==> src/rtl/serial_shifter_pkg.sv <==
// rtl/serial_shifter_pkg.sv - shared opcodes, FSM encoding and width helper for serial_shifter
package serial_shifter_pkg;

    localparam logic OP_SHR = 1'b0;
    localparam logic OP_SHL = 1'b1;

    typedef enum logic [1:0] {
        ST_IDLE  = 2'd0,
        ST_SHIFT = 2'd1,
        ST_DONE  = 2'd2
    } state_t;

    // Ceiling log2; clog2(1) = 0, clog2(9) = 4
    function automatic int clog2(input int value);
        int r;
        int v;
        r = 0;
        v = value - 1;
        while (v > 0) begin
            r = r + 1;
            v = v >> 1;
        end
        return r;
    endfunction

endpackage

==> src/rtl/serial_shifter_step.sv <==
// rtl/serial_shifter_step.sv - combinational one-bit shift used by the serial shifter datapath
module shift_step
    import serial_shifter_pkg::*;
#(
    parameter int WIDTH = 8
) (
    input  logic [WIDTH-1:0] value,
    input  logic             dir,
    input  logic             fill,
    output logic [WIDTH-1:0] shifted
);

    // Left shifts always bring in zero; right shifts bring in the fill bit
    always_comb begin
        shifted = value;
        if (dir == OP_SHL) begin
            shifted = {value[WIDTH-2:0], 1'b0};
        end else begin
            shifted = {fill, value[WIDTH-1:1]};
        end
    end

endmodule

==> src/rtl/serial_shifter.sv <==
// rtl/serial_shifter.sv - one-bit-per-clock shifter with request/result handshakes (option: SERIAL_SHIFTER_ARITH_EN)
module serial_shifter
    import serial_shifter_pkg::*;
#(
    parameter int WIDTH = 8,
    parameter int AMT_W = 8
) (
    input  logic             clk,
    input  logic             rst_n,
    input  logic             in_valid,
    output logic             in_ready,
    input  logic             opcode,
    input  logic [WIDTH-1:0] a,
    input  logic [AMT_W-1:0] b,
`ifdef SERIAL_SHIFTER_ARITH_EN
    input  logic             arith,
`endif
    output logic             out_valid,
    input  logic             out_ready,
    output logic [WIDTH-1:0] res
);

    localparam int CNT_W = clog2(WIDTH + 1);
    // Comparison width wide enough for both b and WIDTH so upper bits of b never alias
    localparam int CMP_W = (AMT_W > 32) ? AMT_W : 32;

    state_t           state;
    state_t           state_nxt;
    logic [WIDTH-1:0] sreg;
    logic [WIDTH-1:0] step_out;
    logic [WIDTH-1:0] res_q;
    logic [CNT_W-1:0] cnt;
    logic [CNT_W-1:0] cnt_init;
    logic [CNT_W-1:0] cnt_dec;
    logic [CMP_W-1:0] b_ext;
    logic             op_q;
    logic             fill;
    logic             accept;

    assign accept  = in_valid && in_ready;
    assign b_ext   = CMP_W'(b);
    assign cnt_dec = cnt - CNT_W'(1);

    // Saturate the requested amount at WIDTH; larger shifts give the same result
    always_comb begin
        cnt_init = CNT_W'(WIDTH);
        if (b_ext < CMP_W'(WIDTH)) begin
            cnt_init = CNT_W'(b);
        end
    end

`ifdef SERIAL_SHIFTER_ARITH_EN
    logic arith_q;

    // Arithmetic right shift replicates the current MSB, which never changes during the operation
    always_comb begin
        fill = (op_q == OP_SHR) && arith_q && sreg[WIDTH-1];
    end
`else
    // Only logical shifts are available: vacated bits are always zero
    always_comb begin
        fill = 1'b0;
    end
`endif

    shift_step #(
        .WIDTH(WIDTH)
    ) u_step (
        .value  (sreg),
        .dir    (op_q),
        .fill   (fill),
        .shifted(step_out)
    );

    // State register
    always_ff @(posedge clk) begin
        if (!rst_n) begin
            state <= ST_IDLE;
        end else begin
            state <= state_nxt;
        end
    end

    // Next-state: zero-length requests skip SHIFT; the last shift step lands in DONE
    always_comb begin
        state_nxt = state;
        case (state)
            ST_IDLE: begin
                if (accept) begin
                    state_nxt = (cnt_init != '0) ? ST_SHIFT : ST_DONE;
                end
            end
            ST_SHIFT: begin
                if (cnt_dec == '0) begin
                    state_nxt = ST_DONE;
                end
            end
            ST_DONE: begin
                if (out_ready) begin
                    state_nxt = ST_IDLE;
                end
            end
            default: state_nxt = ST_IDLE;
        endcase
    end

    // Handshake outputs decoded from the state
    always_comb begin
        in_ready  = (state == ST_IDLE);
        out_valid = (state == ST_DONE);
    end

    assign res = res_q;

    // Datapath: latch request, shift once per SHIFT cycle, capture result on entry to DONE
    always_ff @(posedge clk) begin
        if (!rst_n) begin
            sreg    <= '0;
            cnt     <= '0;
            op_q    <= OP_SHL;
            res_q   <= '0;
`ifdef SERIAL_SHIFTER_ARITH_EN
            arith_q <= 1'b0;
`endif
        end else begin
            case (state)
                ST_IDLE: begin
                    if (accept) begin
                        sreg    <= a;
                        op_q    <= opcode;
                        cnt     <= cnt_init;
`ifdef SERIAL_SHIFTER_ARITH_EN
                        arith_q <= arith;
`endif
                        if (cnt_init == '0) begin
                            res_q <= a;
                        end
                    end
                end
                ST_SHIFT: begin
                    sreg <= step_out;
                    cnt  <= cnt_dec;
                    if (cnt_dec == '0) begin
                        res_q <= step_out;
                    end
                end
                default: begin
                end
            endcase
        end
    end

endmodule
==> config.mk <==
export PLATFORM = sky130hd
export DESIGN_NAME = serial_shifter
export DESIGN_NICKNAME = d
export VERILOG_FILES = /design/src/rtl/serial_shifter_pkg.sv /design/src/rtl/serial_shifter_step.sv /design/src/rtl/serial_shifter.sv
export SDC_FILE = /design/constraint.sdc
export NUM_CORES = 1
export LEC_CHECK = 0
export ABC_AREA = 0
export CORE_ASPECT_RATIO = 0.9
export CORE_MARGIN = 3
export CORE_UTILIZATION = 40
export CTS_BUF_LIST = sky130_fd_sc_hd__clkbuf_8
export DETAILED_ROUTE_END_ITERATION = 16
export PLACE_DENSITY = 0.67
export SLEW_MARGIN = 40
export SYNTH_ARGS = -nofsm -noshare
export SYNTH_HDL_FRONTEND = slang
export SYNTH_SLANG_ARGS = --single-unit
==> constraint.sdc <==
create_clock -name clk -period 2.5 [get_ports clk]
set_input_delay 0.625 -clock clk [delete_from_list [all_inputs] [get_ports clk]]
set_output_delay 0.625 -clock clk [all_outputs]
set_load 0.005 [all_outputs]
==> results of run 1 <==
## tightest hold or removal path: stages, from the launching register on
cell and delay [ns]:
dfxtp_1 0.31, nand2_1 0.05, a21oi_1 0.05
## where the power goes
part | internal [mW] | switching (mW)
Combinational | 0.247 | 0.223
Clock | 0.111 | 0.124
Sequential | 0.436 | 0.0639
## logic make-up after synthesis
kind of cell             count (synthesis)  share of synthesized area [%]
AO/OA/AOI/OAI                           25                           12.2
XOR/XNOR                                 2                           1.45
adder cells (fa/ha/maj)                  2                           2.07
buffers and inverters                   11                           4.66
flip-flops                              23                           38.1
multiplexers                            21                           19.0
AND/OR/NAND/NOR                         54                           22.5
## routing by layer
layer | track usage, % | vias up | part of all wire, %
met4 | 6.46 | 0 | 1.8
met1 | 19.1 | 485 | 46
met3 | 3.29 | 5 | 5.4
met2 | 27.5 | 28 | 47
li1 | - | 540 | -
met5 | 0 | - | 0
## cells in the final DEF, fill, tap and decap left out, drive strengths merged, types with 2 or more instances in the layout
cell / Yosys / routed
clkdlybuf4s50: 0 / 30
nand2: 29 / 29
dfxtp: 23 / 23
a21oi: 15 / 15
mux2: 13 / 13
nor2: 9 / 9
mux2i: 8 / 8
buf: 2 / 5
inv: 3 / 3
a211oi: 3 / 3
clkbuf: 6 / 3
nor2b: 2 / 2
or4: 2 / 2
xnor2: 2 / 2
nand2b: 2 / 2
nor4: 2 / 2
and2: 2 / 2
ha: 2 / 2
o21ai: 2 / 2
## layout make-up
cell class / instances / area share, %
Tap cell: 40 / 3.13
Sequential cell: 23 / 28.8
Timing Repair Buffer: 35 / 21.1
Multi-Input combinational cell: 104 / 43.3
Inverter: 3 / 0.705
Clock inverter: 1 / 0.313
Clock buffer: 3 / 2.58
## state kept, by name, summed over array words and instances, names as in the netlist
name   cells
op_q       1
sreg       8
res        8
cnt        4
state      2
## path summary, 6_finish.rpt
kind,startpoint,to,cells past startpoint
setup reg to reg,cnt[0]$_SDFFE_PN0P_,res[3]$_SDFFE_PN0P_,7
hold reg to reg,sreg[7]$_SDFFE_PN0P_,sreg[7]$_SDFFE_PN0P_,2
hold / removal,sreg[7]$_SDFFE_PN0P_,sreg[7]$_SDFFE_PN0P_,2
setup / recovery,state[1]$_SDFFE_PN0P_,out_valid,2
## through the flow
stage	instance area [um2]	instances	hold WS, ns
4_1_cts	1600	209	0.459
5_1_grt	1600	209	0.492
2_1_floorplan	1210	138	0.432
6_report	1600	209	0.460
3_3_place_gp	1550	205	0.447
3_5_place_dp	1550	205	0.447
==> out/metrics.csv, run 1 <==
stage,metric,value,unit
route,via count,1058,
critical_path,WP data required,1.88,ns
final_layout,Seq. cell area,460,um2
synthesis,"Seq/Total Area, Yosys",38.1,%
final_layout,Area growth syn-to-layout,32.2,%
route,DRT Wirelength,2790,um
clock_network,Post-CTS Setup Repair Bufs,0,
sta,Worst Skew,0.00106,ns
critical_path,WP data arrival,1.46,ns
clock_network,Clock Sinks,23,
hold_path,Hold Crit Class,reg -> reg,
floorplanning,num ports,31,
global_routing,Overflow after GRT,0,
synthesis,Syn Area/Cell,8.76,um2
sta,Final TNS setup,0,ns
critical_path,critical path's top delay family,buffers and inverters,
final_layout,Multi-input gate area,692,um2
power_and_ir_drop,Max rail drop VDD,0.000348,V
route,vias per inst,5.06,
clock_network,Post-CTS Hold Buffers,0,
clock_network,CTS root buffer,clkbuf_8,
critical_path,CP Class,reg -> out,
synthesis,main area contributors after synthesis,"dfxtp_1 (38%), nand2_1 (9.0%), mux2i_1 (6.6%)",
critical_path,WP buf/inv,1,
final_layout,diode count,0,
sta,RSZ-0062 raised after global routing,no,
critical_path,CP Launch Type,register,
clock_network,Clock Path Buffers,2,
floorplanning,die height,58.2,um
synthesis,Yosys top cell area share,38.1,%
floorplanning,Die W,63.9,um
route,WL per Instance,13.3,um
global_routing,gr usage total,15.9,%
placement,Port Buffer Count,30,
global_routing,largest net degree at the start of global routing,14,
sta,"Slew Viols, Final",0,
clock_network,"CTS clk-pin slew, worst paths",0.08,ns
synthesis,"Cell Area, Synth",0.00121,mm2
synthesis,post-synthesis cell count,138,
synthesis,commonest cells in the netlist,"nand2_1 (29), dfxtp_1 (23), a21oi_1 (15)",
synthesis,Post-synth ARST share,0,%
clock_network,clk_lat worst skew,0.27,ns
status,status,"finished, final reports clean",
route,Detailed Routing Iterations Pass 1,4,
synthesis,Post-synth EDFFs,0,
global_routing,vias in the first global route,1034,
sta,fmax,480,MHz
global_routing,initial antenna violation count,0,
route,DR DRC count,0,
power_and_ir_drop,pwr/cell area,754,mW/mm2
floorplanning,core region area,0.00282,mm2
sta,final worst path period share,83.2,%
clock_network,H-tree Lvls,1,
synthesis,Unique masters post-synth,33,
global_routing,first-pass GRT wire length,4630,um
clock_network,CTS tree,done,
run,max-cap viol count,0,
route,antenna-violating nets left,0,
power_and_ir_drop,total power,1.20,mW
floorplanning,Initial Util,42.9,%
synthesis,syn_nets,161,
floorplanning,Die ar.,0.00372,mm2
synthesis,#FFs+latches synth,23,
synthesis,top cell type by total area after synthesis,dfxtp_1,
final_layout,ratio of cells with drive above 1 in the final layout,10.7,%
critical_path,worst-path cell chain,nor2b_1 -> clkdlybuf4s50_1,
critical_path,CP Capture Type,output pin,
final_layout,Filler Cells Inserted,277,
floorplanning,row cnt,18,
sta,min cycle time layout,2.08,ns
route,1st-iter DRT viols,34,
critical_path,R2R setup slack,0.58,ns
final_layout,final core occ,56.8,%
clock_network,Num CTS Buffers,3,
sta,Worst-Margin Slew,0.416,ns
critical_path,Critical-path top delay cell,clkdlybuf4s50_1,
sta,final worst slack,0.419,ns
critical_path,Critical Path Max Stage Delay,0.52,ns
placement,DP HPWL,2140,um
sta,Final Hold Viols,0,
clock_network,Post-CTS Resized,0,
sta,Slew headroom,72.3,%
critical_path,worst-path maximum fanout,7,
synthesis,yosys synthesis warning count,0,
final_layout,Nets,193,
synthesis,most common cell in the netlist,nand2_1,
sta,final setup vio count,0,
power_and_ir_drop,Static Leak,0.647,nW
placement,RD Place Congestion,0.796,
synthesis,top_reg_cell synth,dfxtp_1,
placement,post-place setup slack,0.151,ns
(Power assumes the default switching activity.)
==> inputs of run 2 (changes only) <==
Clock period 2.5 ns to 2.2 ns, I/O delays scaled along.
==> run 2 against run 1 <==
Compared with the run above:
- core utilization increased by 0.89 points
- sequential share of layout area decreased by 0.44 points
- via count increased by 1.7%
- critical path depth unchanged
- clock power increased by 17%
- flip-flop and latch count unchanged
- sequential power increased by 14%
- die area unchanged
- critical path type unchanged
- clock-buffer cell count unchanged
- register-to-register slack got worse by 0.29 ns
==> out/metrics.csv, run 2 (same netlist as run 1, synthesis figures left out) <==
stage,metric,value,unit,change
status,status,"finished, final reports clean",,
global_routing,gr usage total,16.6,%,+0.79 points
clock_network,CTS tree,done,,
clock_network,"CTS clk-pin slew, worst paths",0.08,ns,about the same
route,antenna-violating nets left,0,,unchanged
critical_path,critical path's top delay family,buffers and inverters,,
power_and_ir_drop,Clk pwr share,19.6,%,about the same
power_and_ir_drop,internal power,927,uW,+17%
critical_path,CP Class,reg -> out,,
route,Detailed Routing Iterations Pass 1,4,,unchanged
global_routing,vias in the first global route,1100,,+6.4%
floorplanning,die height,58.2,um,unchanged
critical_path,Critical Path Max Stage Delay,0.52,ns,about the same
power_and_ir_drop,total power,1.41,mW,+17%
sta,Worst-Margin Slew,0.378,ns,-0.0372 ns
power_and_ir_drop,Combinational Power Share,40.0,%,+1.0 points
final_layout,Multi-input gate area,692,um2,unchanged
global_routing,initial antenna violation count,0,,unchanged
sta,final setup vio count,0,,unchanged
clock_network,Num CTS Buffers,3,,unchanged
sta,Worst Skew,0.00439,ns,+0.00333 ns
sta,final worst path period share,91.3,%,
final_layout,diode count,0,,unchanged
power_and_ir_drop,switch share,34.1,%,-0.037 points
clock_network,Post-CTS Hold Buffers,0,,unchanged
placement,RD Place Congestion,0.826,,+3.9%
final_layout,Area growth syn-to-layout,34.3,%,
sta,final worst slack,0.191,ns,-0.228 ns
route,DR DRC count,0,,unchanged
clock_network,clk_lat worst skew,0.27,ns,about the same
clock_network,Clock Sinks,23,,unchanged
power_and_ir_drop,sequential share of power,40.4,%,-1.1 points
route,vias per inst,5.08,,+0.26%
critical_path,worst-path maximum fanout,7,,unchanged
hold_path,Hold Crit Class,reg -> reg,,
clock_network,Post-CTS Setup Repair Bufs,0,,unchanged
floorplanning,Initial Util,42.9,%,unchanged
run,max-cap viol count,0,,unchanged
critical_path,Critical-path top delay cell,clkdlybuf4s50_1,,
final_layout,Seq. cell area,460,um2,unchanged
power_and_ir_drop,pwr/cell area,867,mW/mm2,+15%
final_layout,Filler Cells Inserted,276,,-0.36%
floorplanning,row cnt,18,,unchanged
sta,Final TNS setup,0,ns,unchanged
critical_path,WP buf/inv,1,,unchanged
clock_network,Post-CTS Resized,0,,unchanged
floorplanning,num ports,31,,unchanged
critical_path,WP data arrival,1.46,ns,about the same
sta,min cycle time layout,2.01,ns,
global_routing,Overflow after GRT,0,,unchanged
final_layout,final core occ,57.6,%,+0.89 points
global_routing,first-pass GRT wire length,5020,um,+8.4%
placement,post-place setup slack,-0.0774,ns,-0.228 ns
power_and_ir_drop,Static Leak,0.658,nW,+1.6%
sta,hold_ws,0.464,ns,+0.00378 ns
clock_network,H-tree Lvls,1,,unchanged
final_layout,"commonest non-fill, non-tap cell in the layout",clkdlybuf4s50_1,,
route,1st-iter DRT viols,59,,+74%
critical_path,WP data required,1.65,ns,-0.23 ns
final_layout,"commonest non-fill, non-tap cells in the layout","clkdlybuf4s50_1 (30), nand2_1 (29), dfxtp_1 (23), a21oi_1 (15)",,
sta,Slew headroom,74.7,%,+2.4 points
sta,"Slew Viols, Final",0,,unchanged
route,WL per Instance,13.4,um,+0.28%
route,via count,1076,,+1.7%
critical_path,R2R setup slack,0.29,ns,-0.29 ns
sta,fmax,498,MHz,
floorplanning,Die W,63.9,um,unchanged
clock_network,Clock Path Buffers,2,,unchanged
floorplanning,Die ar.,0.00372,mm2,unchanged
final_layout,ratio of cells with drive above 1 in the final layout,12.2,%,+1.6 points
global_routing,largest net degree at the start of global routing,18,,+4
critical_path,worst-path cell chain,nor2b_1 -> clkdlybuf4s50_1,,
power_and_ir_drop,Max rail drop VDD,0.000567,V,+63%
placement,Port Buffer Count,30,,unchanged
placement,DP HPWL,2260,um,+5.8%
clock_network,CTS root buffer,clkbuf_8,,
sta,RSZ-0062 raised after global routing,no,,
final_layout,Nets,196,,+1.6%
route,DRT Wirelength,2840,um,+1.7%
critical_path,CP Launch Type,register,,
power_and_ir_drop,Switch Pwr,479,uW,+17%
sta,Final Hold Viols,0,,unchanged
floorplanning,core region area,0.00282,mm2,unchanged
critical_path,CP Capture Type,output pin,,
-- run 2: power by group through the flow --
stage | Combinational [mW] | Sequential [mW] | Clock, mW
floorplan | 0.390 | 0.548 | 0
global placement | 0.550 | 0.573 | 0
detailed placement | 0.564 | 0.580 | 0
CTS | 0.568 | 0.570 | 0.278
global route | 0.627 | 0.584 | 0.304
finish | 0.562 | 0.569 | 0.276
-- run 2: path summary, 6_finish.rpt --
check / start / endpoint / cells after the start
worst min register to register: res[2]$_SDFFE_PN0P_ / res[2]$_SDFFE_PN0P_ / 2
worst max register to register: cnt[0]$_SDFFE_PN0P_ / res[7]$_SDFFE_PN0P_ / 7
worst min-delay path: res[2]$_SDFFE_PN0P_ / res[2]$_SDFFE_PN0P_ / 2
worst max-delay path: state[1]$_SDFFE_PN0P_ / out_valid / 2
-- run 2: per-stage QoR --
| step | std cells | cell area [um2] |
|---|---|---|
| 2_1_floorplan | 138 | 1210 |
| 3_3_place_gp | 208 | 1570 |
| 3_5_place_dp | 208 | 1570 |
| 4_1_cts | 212 | 1620 |
| 5_1_grt | 212 | 1620 |
| 6_report | 212 | 1620 |
-- run 2: cell type report --
cell class | count | share of cell area, %
clock inverters | 1 | 0.463
repair buffers | 38 | 22.2
inverters | 3 | 0.694
clock buffers | 3 | 2.54
flip-flops and latches | 23 | 28.4
multi-input cells | 104 | 42.6
well taps | 40 | 3.08
-- run 2: layer usage --
layer | vias to the layer above | global-route usage (%) | part of all wire [%]
li1 | 549 | - | -
met1 | 501 | 21.2 | 45
met2 | 23 | 29.0 | 51
met3 | 3 | 3.88 | 3.8
met4 | 0 | 3.08 | 0.35
met5 | - | 0 | 0
-- run 2: worst reg2reg max path: cells and delay by family, from the launching register on --
| family | cells | cell delay (ns) |
|---|---|---|
| and+or+nand+nor | 1 | 0.43 |
| DFF | 1 | 0.40 |
| buffers and inverters | 2 | 0.30 |
| adders and majority gates | 1 | 0.24 |
| xor gates and xnor gates | 1 | 0.15 |
| AOI/OAI and AO/OA | 1 | 0.15 |
| muxes | 1 | 0.13 |
